## src/rtl/mips_multicycle_ctrl_pkg.sv

```systemverilog
/*----------------------------------------------------------------------------
 * mips_ctrl_pkg : shared encodings for the multicycle MIPS controller
 * Rev 1.0 - initial release
 *--------------------------------------------------------------------------*/
`default_nettype none

package mips_ctrl_pkg;

  typedef enum logic [3:0] {
    S_FETCH   = 4'd0,
    S_DECODE  = 4'd1,
    S_MEMADR  = 4'd2,
    S_MEMRD   = 4'd3,
    S_MEMWB   = 4'd4,
    S_MEMWR   = 4'd5,
    S_EXECUTE = 4'd6,
    S_ALUWB   = 4'd7,
    S_BRANCH  = 4'd8,
    S_ADDIEX  = 4'd9,
    S_ADDIWB  = 4'd10,
    S_JUMP    = 4'd11
  } state_t;

  localparam logic [5:0] OP_RTYPE = 6'h00;
  localparam logic [5:0] OP_LW    = 6'h23;
  localparam logic [5:0] OP_SW    = 6'h2B;
  localparam logic [5:0] OP_BEQ   = 6'h04;
  localparam logic [5:0] OP_ADDI  = 6'h08;
  localparam logic [5:0] OP_J     = 6'h02;

  localparam logic [5:0] FN_ADD = 6'h20;
  localparam logic [5:0] FN_SUB = 6'h22;
  localparam logic [5:0] FN_AND = 6'h24;
  localparam logic [5:0] FN_OR  = 6'h25;
  localparam logic [5:0] FN_SLT = 6'h2A;

  localparam logic [2:0] ALU_AND = 3'b000;
  localparam logic [2:0] ALU_OR  = 3'b001;
  localparam logic [2:0] ALU_ADD = 3'b010;
  localparam logic [2:0] ALU_SUB = 3'b110;
  localparam logic [2:0] ALU_SLT = 3'b111;

  localparam logic [1:0] SRCB_B      = 2'b00;
  localparam logic [1:0] SRCB_FOUR   = 2'b01;
  localparam logic [1:0] SRCB_IMM    = 2'b10;
  localparam logic [1:0] SRCB_IMM_SH = 2'b11;

  localparam logic [1:0] PCSRC_ALU    = 2'b00;
  localparam logic [1:0] PCSRC_ALUOUT = 2'b01;
  localparam logic [1:0] PCSRC_JUMP   = 2'b10;

endpackage

`default_nettype wire

```

## src/rtl/mips_multicycle_ctrl_if.sv

```systemverilog
/*----------------------------------------------------------------------------
 * mips_multicycle_ctrl_if : controller <-> datapath signal bundle
 * Rev 1.0 - initial release
 *--------------------------------------------------------------------------*/
`default_nettype none

interface mips_multicycle_ctrl_if #(
  parameter int RETIRE_W = 32
);
  logic [5:0]          opcode;
  logic [5:0]          funct;
  logic                zero;
  logic                mem_ready;
  logic                pc_write;
  logic                iord;
  logic                mem_write;
  logic                ir_write;
  logic                reg_dst;
  logic                mem_to_reg;
  logic                reg_write;
  logic                alu_src_a;
  logic [1:0]          alu_src_b;
  logic [2:0]          alu_ctrl;
  logic [1:0]          pc_src;
  logic [3:0]          state;
  logic                instr_retired;
  logic                illegal_op;
  logic [RETIRE_W-1:0] retire_count;

  modport master (
    input  opcode, funct, zero, mem_ready,
    output pc_write, iord, mem_write, ir_write, reg_dst, mem_to_reg, reg_write,
           alu_src_a, alu_src_b, alu_ctrl, pc_src, state, instr_retired,
           illegal_op, retire_count
  );

  modport slave (
    output opcode, funct, zero, mem_ready,
    input  pc_write, iord, mem_write, ir_write, reg_dst, mem_to_reg, reg_write,
           alu_src_a, alu_src_b, alu_ctrl, pc_src, state, instr_retired,
           illegal_op, retire_count
  );
endinterface

`default_nettype wire

```

## src/rtl/mips_multicycle_ctrl_alu_decoder.sv

```systemverilog
/*----------------------------------------------------------------------------
 * mips_alu_decoder : R-type funct -> ALU operation plus validity flag
 * Rev 1.0 - initial release
 *--------------------------------------------------------------------------*/
`default_nettype none

module mips_alu_decoder
  import mips_ctrl_pkg::*;
(
  input  logic [5:0] funct_i,
  output logic [2:0] alu_ctrl_o,
  output logic       funct_valid_o
);

  always_comb begin
    alu_ctrl_o    = ALU_ADD;
    funct_valid_o = 1'b1;
    case (funct_i)
      FN_ADD:  alu_ctrl_o = ALU_ADD;
      FN_SUB:  alu_ctrl_o = ALU_SUB;
      FN_AND:  alu_ctrl_o = ALU_AND;
      FN_OR:   alu_ctrl_o = ALU_OR;
      FN_SLT:  alu_ctrl_o = ALU_SLT;
      default: funct_valid_o = 1'b0;
    endcase
  end

endmodule

`default_nettype wire

```

## src/rtl/mips_multicycle_ctrl.sv

```systemverilog
/*----------------------------------------------------------------------------
 * mips_multicycle_ctrl : Moore FSM sequencing the multicycle MIPS datapath
 * Optional MC_CTRL_MEM_WAIT_EN: stall FETCH/MEMRD/MEMWR on mem_ready.
 * Rev 1.0 - initial release
 *--------------------------------------------------------------------------*/
`default_nettype none

module mips_multicycle_ctrl
  import mips_ctrl_pkg::*;
#(
  parameter int RETIRE_W = 32
) (
  input  logic                         clk,
  input  logic                         reset,
  mips_multicycle_ctrl_if.master       bus
);

  state_t              state_q, state_d;
  logic [RETIRE_W-1:0] retire_count_q;

  logic       pc_write, iord, mem_write, ir_write;
  logic       reg_dst, mem_to_reg, reg_write, alu_src_a;
  logic [1:0] alu_src_b, pc_src;
  logic [2:0] alu_ctrl;
  logic       retired, illegal;

  logic [2:0] dec_alu_ctrl;
  logic       dec_funct_valid;

  mips_alu_decoder u_alu_decoder (
    .funct_i       (bus.funct),
    .alu_ctrl_o    (dec_alu_ctrl),
    .funct_valid_o (dec_funct_valid)
  );

`ifdef MC_CTRL_MEM_WAIT_EN
  logic mem_ok;
  assign mem_ok = bus.mem_ready;
`else
  logic mem_ok;
  logic unused_mem_ready;
  assign mem_ok           = 1'b1;
  assign unused_mem_ready = bus.mem_ready;
`endif

  always_ff @(posedge clk or negedge reset) begin
    if (!reset) state_q <= S_FETCH;
    else        state_q <= state_d;
  end

  always_comb begin
    state_d    = state_q;
    pc_write   = 1'b0;
    iord       = 1'b0;
    mem_write  = 1'b0;
    ir_write   = 1'b0;
    reg_dst    = 1'b0;
    mem_to_reg = 1'b0;
    reg_write  = 1'b0;
    alu_src_a  = 1'b0;
    alu_src_b  = SRCB_B;
    alu_ctrl   = ALU_AND;
    pc_src     = PCSRC_ALU;
    retired    = 1'b0;
    illegal    = 1'b0;
    case (state_q)
      S_FETCH: begin
        alu_src_b = SRCB_FOUR;
        alu_ctrl  = ALU_ADD;
        ir_write  = mem_ok;
        pc_write  = mem_ok;
        if (mem_ok) state_d = S_DECODE;
      end
      S_DECODE: begin
        // Speculative branch target lands in ALUOut for BRANCH to use.
        alu_src_b = SRCB_IMM_SH;
        alu_ctrl  = ALU_ADD;
        case (bus.opcode)
          OP_LW, OP_SW: state_d = S_MEMADR;
          OP_RTYPE:     state_d = S_EXECUTE;
          OP_BEQ:       state_d = S_BRANCH;
          OP_ADDI:      state_d = S_ADDIEX;
          OP_J:         state_d = S_JUMP;
          default: begin
            illegal = 1'b1;
            state_d = S_FETCH;
          end
        endcase
      end
      S_MEMADR: begin
        alu_src_a = 1'b1;
        alu_src_b = SRCB_IMM;
        alu_ctrl  = ALU_ADD;
        state_d   = (bus.opcode == OP_LW) ? S_MEMRD : S_MEMWR;
      end
      S_MEMRD: begin
        iord = 1'b1;
        if (mem_ok) state_d = S_MEMWB;
      end
      S_MEMWB: begin
        mem_to_reg = 1'b1;
        reg_write  = 1'b1;
        retired    = 1'b1;
        state_d    = S_FETCH;
      end
      S_MEMWR: begin
        iord      = 1'b1;
        mem_write = 1'b1;
        // Only the exiting cycle counts, so a stalled store retires once.
        if (mem_ok) begin
          retired = 1'b1;
          state_d = S_FETCH;
        end
      end
      S_EXECUTE: begin
        alu_src_a = 1'b1;
        alu_src_b = SRCB_B;
        alu_ctrl  = dec_alu_ctrl;
        if (dec_funct_valid) begin
          state_d = S_ALUWB;
        end else begin
          illegal = 1'b1;
          state_d = S_FETCH;
        end
      end
      S_ALUWB: begin
        reg_dst   = 1'b1;
        reg_write = 1'b1;
        retired   = 1'b1;
        state_d   = S_FETCH;
      end
      S_BRANCH: begin
        alu_src_a = 1'b1;
        alu_src_b = SRCB_B;
        alu_ctrl  = ALU_SUB;
        pc_src    = PCSRC_ALUOUT;
        pc_write  = bus.zero;
        retired   = 1'b1;
        state_d   = S_FETCH;
      end
      S_ADDIEX: begin
        alu_src_a = 1'b1;
        alu_src_b = SRCB_IMM;
        alu_ctrl  = ALU_ADD;
        state_d   = S_ADDIWB;
      end
      S_ADDIWB: begin
        reg_write = 1'b1;
        retired   = 1'b1;
        state_d   = S_FETCH;
      end
      S_JUMP: begin
        pc_src   = PCSRC_JUMP;
        pc_write = 1'b1;
        retired  = 1'b1;
        state_d  = S_FETCH;
      end
      default: state_d = S_FETCH;
    endcase
  end

  always_ff @(posedge clk or negedge reset) begin
    if (!reset)       retire_count_q <= '0;
    else if (retired) retire_count_q <= retire_count_q + {{(RETIRE_W-1){1'b0}}, 1'b1};
  end

  // Reset is asynchronous, so enables are masked combinationally as well.
  assign bus.pc_write      = pc_write  & reset;
  assign bus.mem_write     = mem_write & reset;
  assign bus.ir_write      = ir_write  & reset;
  assign bus.reg_write     = reg_write & reset;
  assign bus.instr_retired = retired   & reset;
  assign bus.illegal_op    = illegal   & reset;
  assign bus.iord          = iord;
  assign bus.reg_dst       = reg_dst;
  assign bus.mem_to_reg    = mem_to_reg;
  assign bus.alu_src_a     = alu_src_a;
  assign bus.alu_src_b     = alu_src_b;
  assign bus.alu_ctrl      = alu_ctrl;
  assign bus.pc_src        = pc_src;
  assign bus.state         = state_q;
  assign bus.retire_count  = retire_count_q;

endmodule

`default_nettype wire

```

## src/flat_wrapper.sv

```systemverilog
// flat-port wrapper written by rule: the top's interface ports become plain ports
module mips_multicycle_ctrl_flat import mips_ctrl_pkg::*;
#(
  parameter int RETIRE_W = 32
)
  (clk, reset, bus_opcode, bus_funct, bus_zero, bus_mem_ready, bus_pc_write, bus_iord, bus_mem_write, bus_ir_write, bus_reg_dst, bus_mem_to_reg, bus_reg_write, bus_alu_src_a, bus_alu_src_b, bus_alu_ctrl, bus_pc_src, bus_state, bus_instr_retired, bus_illegal_op, bus_retire_count);
  mips_multicycle_ctrl_if #(.RETIRE_W(RETIRE_W)) bus_i ();
  input  logic clk;
  input  logic reset;
  input wire logic [$bits(bus_i.opcode)-1:0] bus_opcode;
  input wire logic [$bits(bus_i.funct)-1:0] bus_funct;
  input wire logic [$bits(bus_i.zero)-1:0] bus_zero;
  input wire logic [$bits(bus_i.mem_ready)-1:0] bus_mem_ready;
  output wire logic [$bits(bus_i.pc_write)-1:0] bus_pc_write;
  output wire logic [$bits(bus_i.iord)-1:0] bus_iord;
  output wire logic [$bits(bus_i.mem_write)-1:0] bus_mem_write;
  output wire logic [$bits(bus_i.ir_write)-1:0] bus_ir_write;
  output wire logic [$bits(bus_i.reg_dst)-1:0] bus_reg_dst;
  output wire logic [$bits(bus_i.mem_to_reg)-1:0] bus_mem_to_reg;
  output wire logic [$bits(bus_i.reg_write)-1:0] bus_reg_write;
  output wire logic [$bits(bus_i.alu_src_a)-1:0] bus_alu_src_a;
  output wire logic [$bits(bus_i.alu_src_b)-1:0] bus_alu_src_b;
  output wire logic [$bits(bus_i.alu_ctrl)-1:0] bus_alu_ctrl;
  output wire logic [$bits(bus_i.pc_src)-1:0] bus_pc_src;
  output wire logic [$bits(bus_i.state)-1:0] bus_state;
  output wire logic [$bits(bus_i.instr_retired)-1:0] bus_instr_retired;
  output wire logic [$bits(bus_i.illegal_op)-1:0] bus_illegal_op;
  output wire logic [$bits(bus_i.retire_count)-1:0] bus_retire_count;
  assign bus_i.opcode = bus_opcode;
  assign bus_i.funct = bus_funct;
  assign bus_i.zero = bus_zero;
  assign bus_i.mem_ready = bus_mem_ready;
  assign bus_pc_write = bus_i.pc_write;
  assign bus_iord = bus_i.iord;
  assign bus_mem_write = bus_i.mem_write;
  assign bus_ir_write = bus_i.ir_write;
  assign bus_reg_dst = bus_i.reg_dst;
  assign bus_mem_to_reg = bus_i.mem_to_reg;
  assign bus_reg_write = bus_i.reg_write;
  assign bus_alu_src_a = bus_i.alu_src_a;
  assign bus_alu_src_b = bus_i.alu_src_b;
  assign bus_alu_ctrl = bus_i.alu_ctrl;
  assign bus_pc_src = bus_i.pc_src;
  assign bus_state = bus_i.state;
  assign bus_instr_retired = bus_i.instr_retired;
  assign bus_illegal_op = bus_i.illegal_op;
  assign bus_retire_count = bus_i.retire_count;
  mips_multicycle_ctrl #(.RETIRE_W(RETIRE_W)) u_core (.clk(clk), .reset(reset), .bus(bus_i));
endmodule
```

## config.mk

```make
export PLATFORM = sky130hd
export DESIGN_NAME = mips_multicycle_ctrl_flat
export DESIGN_NICKNAME = d
export VERILOG_FILES = /design/src/rtl/mips_multicycle_ctrl_pkg.sv /design/src/rtl/mips_multicycle_ctrl_if.sv /design/src/rtl/mips_multicycle_ctrl_alu_decoder.sv /design/src/rtl/mips_multicycle_ctrl.sv /design/src/flat_wrapper.sv
export SDC_FILE = /design/constraint.sdc
export NUM_CORES = 1
export LEC_CHECK = 0
export BUFFER_PORTS_ARGS = -buffer_cell sky130_fd_sc_hd__buf_2
export CAP_MARGIN = 20
export CORE_AREA = 3 3 71 73
export CTS_CLUSTER_DIAMETER = 150
export DETAILED_ROUTE_END_ITERATION = 8
export DIE_AREA = 0 0 74 76
export PLACE_DENSITY = 0.74
export SKIP_LAST_GASP = 1
export SLEW_MARGIN = 10
export SYNTH_ARGS = -nofsm -noshare
export SYNTH_HDL_FRONTEND = slang
export SYNTH_SLANG_ARGS = --single-unit
```

## constraint.sdc

```tcl
create_clock -name clk -period 1.8 [get_ports clk]
set_input_delay 0.27 -clock clk [delete_from_list [all_inputs] [get_ports clk]]
set_output_delay 0.27 -clock clk [all_outputs]
set_load 0.01 [all_outputs]
```

==> results.cfg <==
[run_status]
run_status = finished, violations left
failed_checks = setup timing

[timing]
whs_ps = 66.3
worst_pin_slew_ps = 454
setup_tns_ps = -587
drv_slew = 0
setup_viol = 12
finClkSkew_ps = 6.75
relSlewSlack_pct = 69.7
timing.fmax_mhz = 530
fin_crit_sh_pct = 105
rsz0062_at_grt = true
hold_violations = 0
fin_ws_ps = -86.9
finalWorstPathRequiredPeriod_ps = 1890

[drt]
drc = 0
drtIter0Drc = 60
vias_per_cell = 5.28
wl_per_cell_um = 13.7
vias = 1968
routed_wl_um = 5130
drt-pass1-iter-count = 4
ant_nets = 0

[clock_network]
clock_latency_ps = 280
numCtsBuffers = 5
clockBufferDepth = 2
clk_pin_slew_ps = 70
htree_levels = 2
cts_sinks = 36
cts-root-buf = clkbuf_8
cts_tree = done
cts_hold_buf = 0

[logic_synthesis]
synth_commonest_cells = dfrtp_1, nand2_1, xnor2_1
synth-compound-area-share_pct = 7.07
synth.largest_area_cell = dfrtp_1
synth_flop_cell = dfrtp_1
syn_inst = 211
ys_top_cells_by_area = dfrtp_1, xnor2_1, xor2_1, nand2_1, and3_1
synth_cell_types = 42
synth-seq-cells = 36
syn_avg_cell_area_um2 = 9.40
synthArstFlopShare_pct = 100
synth.area.mux_share_pct = 0.505
synth-edff-count = 0
synth_adder_area_share_pct = 0.631
synth_top_family_by_area = simple AND/OR/NAND/NOR gates
synth_top_area_share_pct = 45.4
synth_xor_area_share_pct = 14.6
yosysMostFrequentCell = dfrtp_1
syn_area_mm2 = 0.00198
yosys_warnings = 0
synthSimpleGateAreaFrac_pct = 29.6
synth-seq-area-share_pct = 45.4
syn_nets = 228

[setup_path]
r2r-end = u_core.bus.retire_count[29]
crit_arrival_ps = 2050
reg2reg_depth = 7
critPathMaxFanout = 3
crit_type = reg -> reg
worst_setup_path_end_kind = register
r2r_slack_ps = -90
crit_end = u_core.bus.retire_count[29]
start_kind = register
startpoint = u_core.bus.retire_count[13]
cp.required_ps = 1970
r2r-start = u_core.bus.retire_count[13]

[global_routing]
grt_pass1_wl_um = 8290
grt_pass1_vias = 1872
top_usage_layer = met2
use_met3_pct = 4.35
use_met2_pct = 30.3
antenna_found_initial = 0
grt-ovfl-total = 0
grt_max_degree = 37
grtUsageMet1_pct = 23.6
grt_usage_pct = 18.3

[min_path]
hp-class = in -> async

[power]
p_leak_nw = 1.61
pwr-share-comb_pct = 36.6
pwr_density_cell_mw_per_mm2 = 782
p_switching_mw = 0.810
p_int_mw = 1.52
clkPwrFrac_pct = 22.8
vdd_drop_max_v = 0.000520
seq_power_share_pct = 40.6
switching_share_pct = 34.7

[floorplanning]
core_mm2 = 0.00441
start_util_pct = 44.9
pin_count = 69
die_w_um = 74
die_area_mm2 = 0.00562
fp-row-count = 24
fp.dieH_um = 76

[job]
maxCapViolCount = 0

[finish]
drive_gt1_share_pct = 48.3
nets = 338
antenna_cells = 0
finalInstanceArea_mm2 = 0.00299
postLayoutCoreUtil_pct = 67.6
syn_to_final_growth_pct = 50.5

[placement]
dpl.hpwl_um = 3730
post-place-ws_ps = -80.1
numPortBuffers = 67
post_dp_cell_area_mm2 = 0.00264
gp_congestion = 0.817
-- per-layer routing --
metal / wire length, µm / vias to the layer above
li1: - / 958
met1: 2220 / 959
met2: 2610 / 49
met3: 276 / 2
met4: 22 / 0
met5: 0 / -
-- kinds of logic (layout without fill, tap and decap cells) --
family | after synthesis | after routing
compound gates | 22 | 22
flops | 36 | 36
fa+ha+maj | 1 | 1
simple gates | 107 | 107
mux | 1 | 1
buf+inv | 11 | 121
xor+xnor | 33 | 33
-- power groups by stage --
stage,Sequential [mW],Clock (mW),Combinational (mW)
6_report,0.948,0.532,0.853
5_1_grt,0.955,0.584,0.936
4_1_cts,0.939,0.541,0.760
3_5_place_dp,0.953,0,0.723
3_3_place_gp,0.950,0,0.718
2_1_floorplan,0.975,0,0.368
-- timing repair --
item	4_1_cts	5_1_grt
setup endpoints to repair	10	27
pin swaps	1	3
cloned	0	0
gates resized for setup	8	27
buffers inserted	4	8
-- cell usage in the layout (no fill, tap or decap), drive strengths merged, types with 2 or more instances in the layout --
master / Yosys / layout
nor2: 17 / 17
a21oi: 7 / 7
nor3: 9 / 9
clkbuf: 4 / 6
o31ai: 2 / 2
a22oi: 2 / 2
nand2: 25 / 25
o21ai: 4 / 4
nand3: 11 / 11
nand2b: 7 / 7
or4: 4 / 4
inv: 4 / 4
xnor2: 21 / 21
xor2: 12 / 12
dfrtp: 36 / 36
nand4: 6 / 6
nor2b: 5 / 5
buf: 3 / 110
nor4: 3 / 3
nor3b: 3 / 3
and3: 11 / 11
-- critical path, cell delays in order (launching register included) --
cell     delay, ps
dfrtp_1        360
nand4_1        130
or4_4          510
buf_4          150
nor4_2         200
buf_4          180
nand3_2        100
xnor2_2        150
-- stage by stage --
step | instances | power (mW)
4_1_cts | 365 | 2.24
3_5_place_dp | 354 | 1.68
6_report | 373 | 2.33
5_1_grt | 373 | 2.48
3_3_place_gp | 354 | 1.67
2_1_floorplan | 211 | 1.34
-- sequential cells by signal, summed over array words and instances, names as in the netlist --
register	cells
u_core.bus.state	4
u_core.bus.retire_count	32
-- final cells by class --
type                       instances  area, µm²
timing repair buffer             110        676
tap                               52       65.1
multi-input combinational        164       1240
inverter                           4       15.0
fill                             347       1430
sequential                        36        907
clock inverter                     1       5.00
clock buffer                       6       72.6
-- worst min path at each step --
stage	from	endpoint	depth (start not counted)
3_5_place_dp	reset	u_core.bus.state[3]	2
4_1_cts	reset	u_core.bus.state[3]	2
2_1_floorplan	reset	u_core.bus.retire_count[0]	0
5_1_grt	reset	u_core.bus.state[3]	2
6_report	reset	u_core.bus.state[3]	2
3_3_place_gp	reset	u_core.bus.state[3]	2
(Power assumes the default switching activity.)
